[config.mk]
export PLATFORM = sky130hd
export DESIGN_NAME = button_scan_ctrl_flat
export DESIGN_NICKNAME = d
export VERILOG_FILES = /design/src/rtl/button_scan_ctrl_if.sv /design/src/rtl/button_scan_ctrl.sv /design/src/flat_wrapper.sv
export SDC_FILE = /design/constraint.sdc
export NUM_CORES = 1
export LEC_CHECK = 0
export ABC_CLOCK_PERIOD_IN_PS = 6000
export CAP_MARGIN = 10
export CORE_AREA = 2 2 81 83
export DETAILED_ROUTE_END_ITERATION = 7
export DIE_AREA = 0 0 83 85
export GPL_TIMING_DRIVEN = 0
export PLACE_DENSITY_LB_ADDON = 0.15
export SLEW_MARGIN = 20
export SYNTH_ARGS = -nofsm -noshare
export SYNTH_HDL_FRONTEND = slang
export SYNTH_SLANG_ARGS = --single-unit
[constraint.sdc]
create_clock -name clk -period 6 [get_ports clk]
set_clock_uncertainty 0.1 [all_clocks]
set_input_delay 1.2 -clock clk [delete_from_list [all_inputs] [get_ports clk]]
set_output_delay 1.2 -clock clk [all_outputs]
set_load 0.05 [all_outputs]
[src/rtl/button_scan_ctrl_if.sv]
// Event stream from button_scan_ctrl to its consumer: FIFO head plus pop handshake.
interface button_scan_ctrl_if #(
    parameter int unsigned CH_W = 2
);
    logic            evt_valid;
    logic [CH_W-1:0] evt_ch;
    logic            evt_dir;
    logic            evt_ready;

    modport master (output evt_valid, output evt_ch, output evt_dir, input evt_ready);
    modport slave  (input evt_valid, input evt_ch, input evt_dir, output evt_ready);
endinterface

[src/rtl/button_scan_ctrl.sv]
// Round-robin multi-channel button debouncer with one shared evaluation engine,
// one-cycle edge pulses and a small event FIFO.
module button_scan_ctrl #(
    parameter int unsigned N_CH       = 4,
    parameter int unsigned CH_W       = 2,
    parameter int unsigned STABLE_CNT = 4,
    parameter int unsigned CNT_W      = 3,
    parameter int unsigned FIFO_DEPTH = 4
) (
    input  logic               clk,
    input  logic               rst,
    input  logic               clk_div,
    input  logic [N_CH-1:0]    in,
    output logic [N_CH-1:0]    out,
    output logic [N_CH-1:0]    rise,
    output logic [N_CH-1:0]    fall,
    button_scan_ctrl_if.master evt,
    output logic               overflow
);
    localparam int unsigned FA_W = $clog2(FIFO_DEPTH);
    localparam int unsigned FC_W = FA_W + 1;
    localparam int unsigned EV_W = CH_W + 1;

    typedef enum logic [1:0] {IDLE, EVAL, COMMIT} state_e;

    state_e           state_q, state_d;
    logic [N_CH-1:0]  sync_meta_q, sync_in_q;
    logic             clk_div_q;
    logic             tick;
    logic             tick_pending_q, tick_pending_d;
    logic [CH_W-1:0]  ptr_q, ptr_d;
    logic             s_q, s_d, o_q, o_d;
    logic [CNT_W-1:0] c_q, c_d;
    logic [CNT_W-1:0] cnt_q [N_CH];
    logic [CNT_W-1:0] cnt_d [N_CH];
    logic [N_CH-1:0]  out_q, out_d, rise_q, rise_d, fall_q, fall_d;
    logic             push;
    logic [EV_W-1:0]  push_data;

    logic [EV_W-1:0]  mem_q [FIFO_DEPTH];
    logic [EV_W-1:0]  mem_d [FIFO_DEPTH];
    logic [FA_W-1:0]  wr_ptr_q, wr_ptr_d, rd_ptr_q, rd_ptr_d;
    logic [FC_W-1:0]  count_q, count_d;
    logic             pop, full;
    logic             evt_valid_q, evt_valid_d, evt_dir_q, evt_dir_d;
    logic [CH_W-1:0]  evt_ch_q, evt_ch_d;
    logic             overflow_q, overflow_d;

    assign tick = clk_div & ~clk_div_q;

    always_ff @(posedge clk or posedge rst) begin
        if (rst) begin
            state_q        <= IDLE;
            sync_meta_q    <= '0;
            sync_in_q      <= '0;
            clk_div_q      <= 1'b0;
            tick_pending_q <= 1'b0;
            ptr_q          <= '0;
            s_q            <= 1'b0;
            o_q            <= 1'b0;
            c_q            <= '0;
            for (int i = 0; i < N_CH; i++) cnt_q[i] <= '0;
            out_q          <= '0;
            rise_q         <= '0;
            fall_q         <= '0;
            for (int i = 0; i < FIFO_DEPTH; i++) mem_q[i] <= '0;
            wr_ptr_q       <= '0;
            rd_ptr_q       <= '0;
            count_q        <= '0;
            evt_valid_q    <= 1'b0;
            evt_dir_q      <= 1'b0;
            evt_ch_q       <= '0;
            overflow_q     <= 1'b0;
        end else begin
            state_q        <= state_d;
            sync_meta_q    <= in;
            sync_in_q      <= sync_meta_q;
            clk_div_q      <= clk_div;
            tick_pending_q <= tick_pending_d;
            ptr_q          <= ptr_d;
            s_q            <= s_d;
            o_q            <= o_d;
            c_q            <= c_d;
            cnt_q          <= cnt_d;
            out_q          <= out_d;
            rise_q         <= rise_d;
            fall_q         <= fall_d;
            mem_q          <= mem_d;
            wr_ptr_q       <= wr_ptr_d;
            rd_ptr_q       <= rd_ptr_d;
            count_q        <= count_d;
            evt_valid_q    <= evt_valid_d;
            evt_dir_q      <= evt_dir_d;
            evt_ch_q       <= evt_ch_d;
            overflow_q     <= overflow_d;
        end
    end

    // Scan engine: snapshot the channel in EVAL, resolve it in COMMIT
    always_comb begin
        state_d        = state_q;
        tick_pending_d = tick_pending_q;
        ptr_d          = ptr_q;
        s_d            = s_q;
        o_d            = o_q;
        c_d            = c_q;
        cnt_d          = cnt_q;
        out_d          = out_q;
        rise_d         = '0;
        fall_d         = '0;
        push           = 1'b0;
        push_data      = '0;
        case (state_q)
            IDLE: begin
                if (tick || tick_pending_q) begin
                    state_d        = EVAL;
                    tick_pending_d = 1'b0;
                end
            end
            EVAL: begin
                if (tick) tick_pending_d = 1'b1;
                s_d     = sync_in_q[ptr_q];
                o_d     = out_q[ptr_q];
                c_d     = cnt_q[ptr_q];
                state_d = COMMIT;
            end
            COMMIT: begin
                if (tick) tick_pending_d = 1'b1;
                if (s_q == o_q) begin
                    cnt_d[ptr_q] = '0;
                end else if (c_q == CNT_W'(STABLE_CNT - 1)) begin
                    out_d[ptr_q]  = s_q;
                    cnt_d[ptr_q]  = '0;
                    rise_d[ptr_q] = s_q;
                    fall_d[ptr_q] = ~s_q;
                    push          = 1'b1;
                    push_data     = {s_q, ptr_q};
                end else begin
                    cnt_d[ptr_q] = c_q + 1'b1;
                end
                ptr_d   = (ptr_q == CH_W'(N_CH - 1)) ? '0 : ptr_q + 1'b1;
                state_d = IDLE;
            end
            default: state_d = IDLE;
        endcase
    end

    // Event FIFO; when full, a same-cycle pop frees the slot the push lands in
    always_comb begin
        pop        = (count_q != '0) && evt.evt_ready;
        full       = (count_q == FC_W'(FIFO_DEPTH));
        mem_d      = mem_q;
        wr_ptr_d   = wr_ptr_q;
        rd_ptr_d   = rd_ptr_q;
        count_d    = count_q;
        overflow_d = overflow_q;
        if (push) begin
            if (full && !pop) begin
                overflow_d = 1'b1;
            end else begin
                mem_d[wr_ptr_q] = push_data;
                wr_ptr_d        = wr_ptr_q + 1'b1;
                count_d         = count_d + 1'b1;
            end
        end
        if (pop) begin
            rd_ptr_d = rd_ptr_q + 1'b1;
            count_d  = count_d - 1'b1;
        end
        evt_valid_d           = (count_d != '0);
        {evt_dir_d, evt_ch_d} = mem_d[rd_ptr_d];
    end

    assign out           = out_q;
    assign rise          = rise_q;
    assign fall          = fall_q;
    assign overflow      = overflow_q;
    assign evt.evt_valid = evt_valid_q;
    assign evt.evt_ch    = evt_ch_q;
    assign evt.evt_dir   = evt_dir_q;
endmodule

[src/flat_wrapper.sv]
// flat-port wrapper written by rule: the top's interface ports become plain ports
module button_scan_ctrl_flat 
#(
    parameter int unsigned N_CH       = 4,
    parameter int unsigned CH_W       = 2,
    parameter int unsigned STABLE_CNT = 4,
    parameter int unsigned CNT_W      = 3,
    parameter int unsigned FIFO_DEPTH = 4
)
  (clk, rst, clk_div, in, out, rise, fall, overflow, evt_evt_valid, evt_evt_ch, evt_evt_dir, evt_evt_ready);
  button_scan_ctrl_if #(.CH_W(CH_W)) evt_i ();
  input  logic clk;
  input  logic rst;
  input  logic clk_div;
  input  logic [N_CH-1:0] in;
  output logic [N_CH-1:0] out;
  output logic [N_CH-1:0] rise;
  output logic [N_CH-1:0] fall;
  output logic overflow;
  output wire logic [$bits(evt_i.evt_valid)-1:0] evt_evt_valid;
  output wire logic [$bits(evt_i.evt_ch)-1:0] evt_evt_ch;
  output wire logic [$bits(evt_i.evt_dir)-1:0] evt_evt_dir;
  input wire logic [$bits(evt_i.evt_ready)-1:0] evt_evt_ready;
  assign evt_evt_valid = evt_i.evt_valid;
  assign evt_evt_ch = evt_i.evt_ch;
  assign evt_evt_dir = evt_i.evt_dir;
  assign evt_i.evt_ready = evt_evt_ready;
  button_scan_ctrl #(.N_CH(N_CH), .CH_W(CH_W), .STABLE_CNT(STABLE_CNT), .CNT_W(CNT_W), .FIFO_DEPTH(FIFO_DEPTH)) u_core (.clk(clk), .rst(rst), .clk_div(clk_div), .in(in), .out(out), .rise(rise), .fall(fall), .evt(evt_i), .overflow(overflow));
endmodule
==> flow_metrics.env <==
export IMPL_ios=25
export IMPL_fmax_mhz=330.7
export IMPL_clk_latency_ps=330
export IMPL_grt_max_degree=52
export IMPL_period_share_pct=50.40
export IMPL_cts_setup_buffers=0
export IMPL_cts_sinks=67
export IMPL_rr_endpoint="u_core.evt.evt_valid"
export IMPL_cts_repair_resized=0
export IMPL_cts_hold_buf=0
export IMPL_crit_end="u_core.evt.evt_valid"
export IMPL_portBuffers=23
export IMPL_crit_type="in2reg"
export IMPL_reg2reg_depth=13
export IMPL_fin_cells=364
export IMPL_p_total_uw=1509
export IMPL_h_tree_depth=3
export IMPL_synth_cells=247
export IMPL_grt_pass1_wl_um=9197
export IMPL_power_density_mw_per_mm2=425.7
export IMPL_cpPeakStageDelay_ps=280
export IMPL_placed_area_mm2=0.003352
export IMPL_area_growth_pct=18.38
export IMPL_grt_overflow=0
export IMPL_wire_per_inst_um=14.64
export IMPL_startpoint_type="primary input"
export IMPL_insertedDiodeCount=0
export IMPL_ant_nets=0
export IMPL_num_vias=1871
export IMPL_dp_cells=348
export IMPL_ys_ff_latch=67
export IMPL_synth_distinct_cells=33
export IMPL_grt_setup_unrepaired="no"
export IMPL_p_comb_share_pct=35.1
export IMPL_synth_avg_cell_area_um2=12.13
export IMPL_async_flop_share_pct=100.0
export IMPL_relSlewSlack_pct=55.99
export IMPL_arrival_ps=3150
export IMPL_vias_per_cell=5.140
export IMPL_cp_end_kind="flip-flop"
export IMPL_track_usage_pct=16.67
export IMPL_p_sw_uw=555.7
export IMPL_seqPwrFrac_pct=40.7
export IMPL_cts_tree="done"
export IMPL_drt_wl_total_um=5328
export IMPL_cts_root_buf="clkbuf_8"
export IMPL_drc=0
export IMPL_hold_viol=0
export IMPL_power_leakage_uw=0.001747
export IMPL_crit_start="evt_evt_ready"
export IMPL_pre_cts_ws_ps=2614
export IMPL_grt_pass1_vias=1864
export IMPL_synthFlopType="dfrtp_1"
export IMPL_setup_ws_ps=2976
export IMPL_p_sw_share_pct=36.82
export IMPL_critical_path_slowest_cell="mux2_2"
export IMPL_drt_iter0_markers=85
export IMPL_cts_path_max_buffers=2
export IMPL_die_w_um=83
export IMPL_regToRegStartpoint="u_core.state_q[0]"
export IMPL_numCtsBuffers=9
export IMPL_slew_violations=0
export IMPL_outcome="completed"
export IMPL_rows=29
export IMPL_drt_first_pass_iters=4
export IMPL_synth_edf_count=0
export IMPL_intPower_uw=953.6
export IMPL_synth_seq_area_share_pct=55.97
export IMPL_worstPathRequired_ps=6130
export IMPL_die_area_mm2=0.007055
export IMPL_final_area_mm2=0.003546
export IMPL_nets=309
export IMPL_min_period_ps=3024
export IMPL_tightest_slew_ps=660.1
export IMPL_die_h_um=85
export IMPL_start_util_pct=48.28
export IMPL_detailed_place_hpwl_um=3719
export IMPL_syn_nets=274
export IMPL_setup_tns_final_ps=0
export IMPL_clockPowerShare_pct=24.2
export IMPL_path_cells="clkbuf_1 -> nand3b_1 -> and3_1 -> buf_6 -> xnor2_4 -> ha_1 -> nand2_1 -> mux2_2 -> o22ai_1 -> mux2i_1 -> a21o_1"
export IMPL_crit_fanout=8
export IMPL_syn_cell_area_mm2=0.002995
export IMPL_ir_worst_vdd_uv=279.5
export IMPL_clk_pin_slew_ps=70
export IMPL_hold_path_class="reg2reg"
export IMPL_setup_viol=0
export IMPL_yosysWarnings=0
export IMPL_globalplace_congestion=0.7432
export IMPL_antenna_found_initial=0
export IMPL_drive_gt1_share_pct=13.59
export IMPL_r2r_setup_slack_ps=3000
export IMPL_drv_cap=0
export IMPL_coreArea_mm2=0.006205
[state kept, by name (all words and copies together), names as in the netlist, 2 cells and up]
signal and cells:
u_core.sync_meta_q 4, u_core.mem_q 12, u_core.c_q 3, u_core.rise 4, u_core.wr_ptr_q 2, u_core.state_q 2
u_core.fall 4, u_core.sync_in_q 4, u_core.ptr_q 2, u_core.out 4, u_core.count_q 3, u_core.cnt_q 12
u_core.rd_ptr_q 2, u_core.evt.evt_ch 2
[layer usage]
| metal | share of wire (%) | track usage, % | wire length, um |
|---|---|---|---|
| met4 | 1.9 | 6.706 | 101 |
| met1 | 50 | 23.16 | 2676 |
| met3 | 2.4 | 4.183 | 127 |
| met2 | 45 | 25.37 | 2423 |
| met5 | 0 | 0 | 0 |
[cells in the final DEF, fill, tap and decap left out, drive strengths merged, types with 2 or more instances in the layout]
master / synthesis / routed
o31ai: 8 / 8
nor3b: 4 / 4
nand4: 2 / 2
mux2i: 9 / 9
dfrtp: 67 / 67
mux2: 11 / 11
clkbuf: 6 / 16
and2: 3 / 3
a21o: 5 / 5
buf: 3 / 4
clkdlybuf4s50: 0 / 23
clkinvlp: 0 / 3
a21oi: 6 / 6
clkinv: 0 / 2
ha: 19 / 19
o22ai: 4 / 4
o21ai: 12 / 12
and3: 5 / 5
xnor2: 4 / 4
mux4: 5 / 5
nand3b: 4 / 4
nand2b: 4 / 4
a221oi: 3 / 3
nand2: 37 / 37
nor2: 4 / 4
inv: 16 / 16
[through the flow]
stage | util [%] | hold WS [ps]
2_1_floorplan | - | 231.2
3_3_place_gp | 53.54 | 231.5
3_5_place_dp | 54.02 | 237.8
4_1_cts | 57.15 | 254.6
5_1_grt | 57.15 | 266.7
6_report | 57.15 | 252.5
[cell usage after synthesis, types with 3 or more instances]
cell type  instances  area, um2
a21oi_1            6      30.03
mux2_2            11      123.9
and3_1             5      31.28
ha_1              19      237.7
a21o_1             5      37.54
o22ai_1            4      25.02
nand3b_1           4      30.03
dfrtp_1           67       1677
xnor2_1            3      26.28
nand2_1           35      131.4
a221oi_1           3      26.28
mux2i_1            9      90.09
nor3b_1            4      30.03
and2_1             3      18.77
nand2b_1           4      25.02
mux4_2             5      112.6
inv_1             16      60.06
nor2_1             4      15.01
clkbuf_1           6      22.52
o31ai_1            8      60.06
o21ai_0           12      60.06
[worst min-delay path by stage]
stage	cells past startpoint	to	startpoint	slack [ps]
3_5_place_dp	0	u_core.sync_in_q[3]	u_core.sync_meta_q[3]	240
4_1_cts	0	u_core.sync_in_q[3]	u_core.sync_meta_q[3]	250
5_1_grt	0	u_core.sync_in_q[2]	u_core.sync_meta_q[2]	270
2_1_floorplan	0	u_core.sync_in_q[0]	u_core.sync_meta_q[0]	230
6_report	0	u_core.sync_in_q[3]	u_core.sync_meta_q[3]	250
3_3_place_gp	0	u_core.sync_in_q[2]	u_core.sync_meta_q[2]	230
[cell type report]
cell class | instances | area (um2)
multi-input cells | 155 | 1216
repair buffers | 24 | 257.7
clock inverters | 6 | 66.31
flip-flops and latches | 67 | 1677
clock buffers | 10 | 127.6
fillers | 517 | 2659
well taps | 77 | 96.34
plain buffers | 9 | 42.54
inverters | 16 | 62.56
[power groups by stage]
stage	registers [uW]	clock network [uW]	logic, uW
2_1_floorplan	658	0	351
3_3_place_gp	620	0	524
3_5_place_dp	625	0	533
4_1_cts	615	375	536
5_1_grt	627	394	599
6_report	614	365	530
[cell families after synthesis]
logic type      synth area share, %
mux                           10.90
buf+inv                       3.425
fa+ha+maj                     7.937
flops                         55.97
simple gates                  10.61
compound gates                8.814
xor+xnor                      2.340
[worst max-delay path, delay by kind of cell]
family                     cells  cell delay [ps]
buffers and inverters          2              290
AOI/OAI and AO/OA              2              320
and+or+nand+nor                3              570
adders and majority gates      1              200
xor gates and xnor gates       1              170
muxes                          2              400
Power figures use the tool's default switching activity.
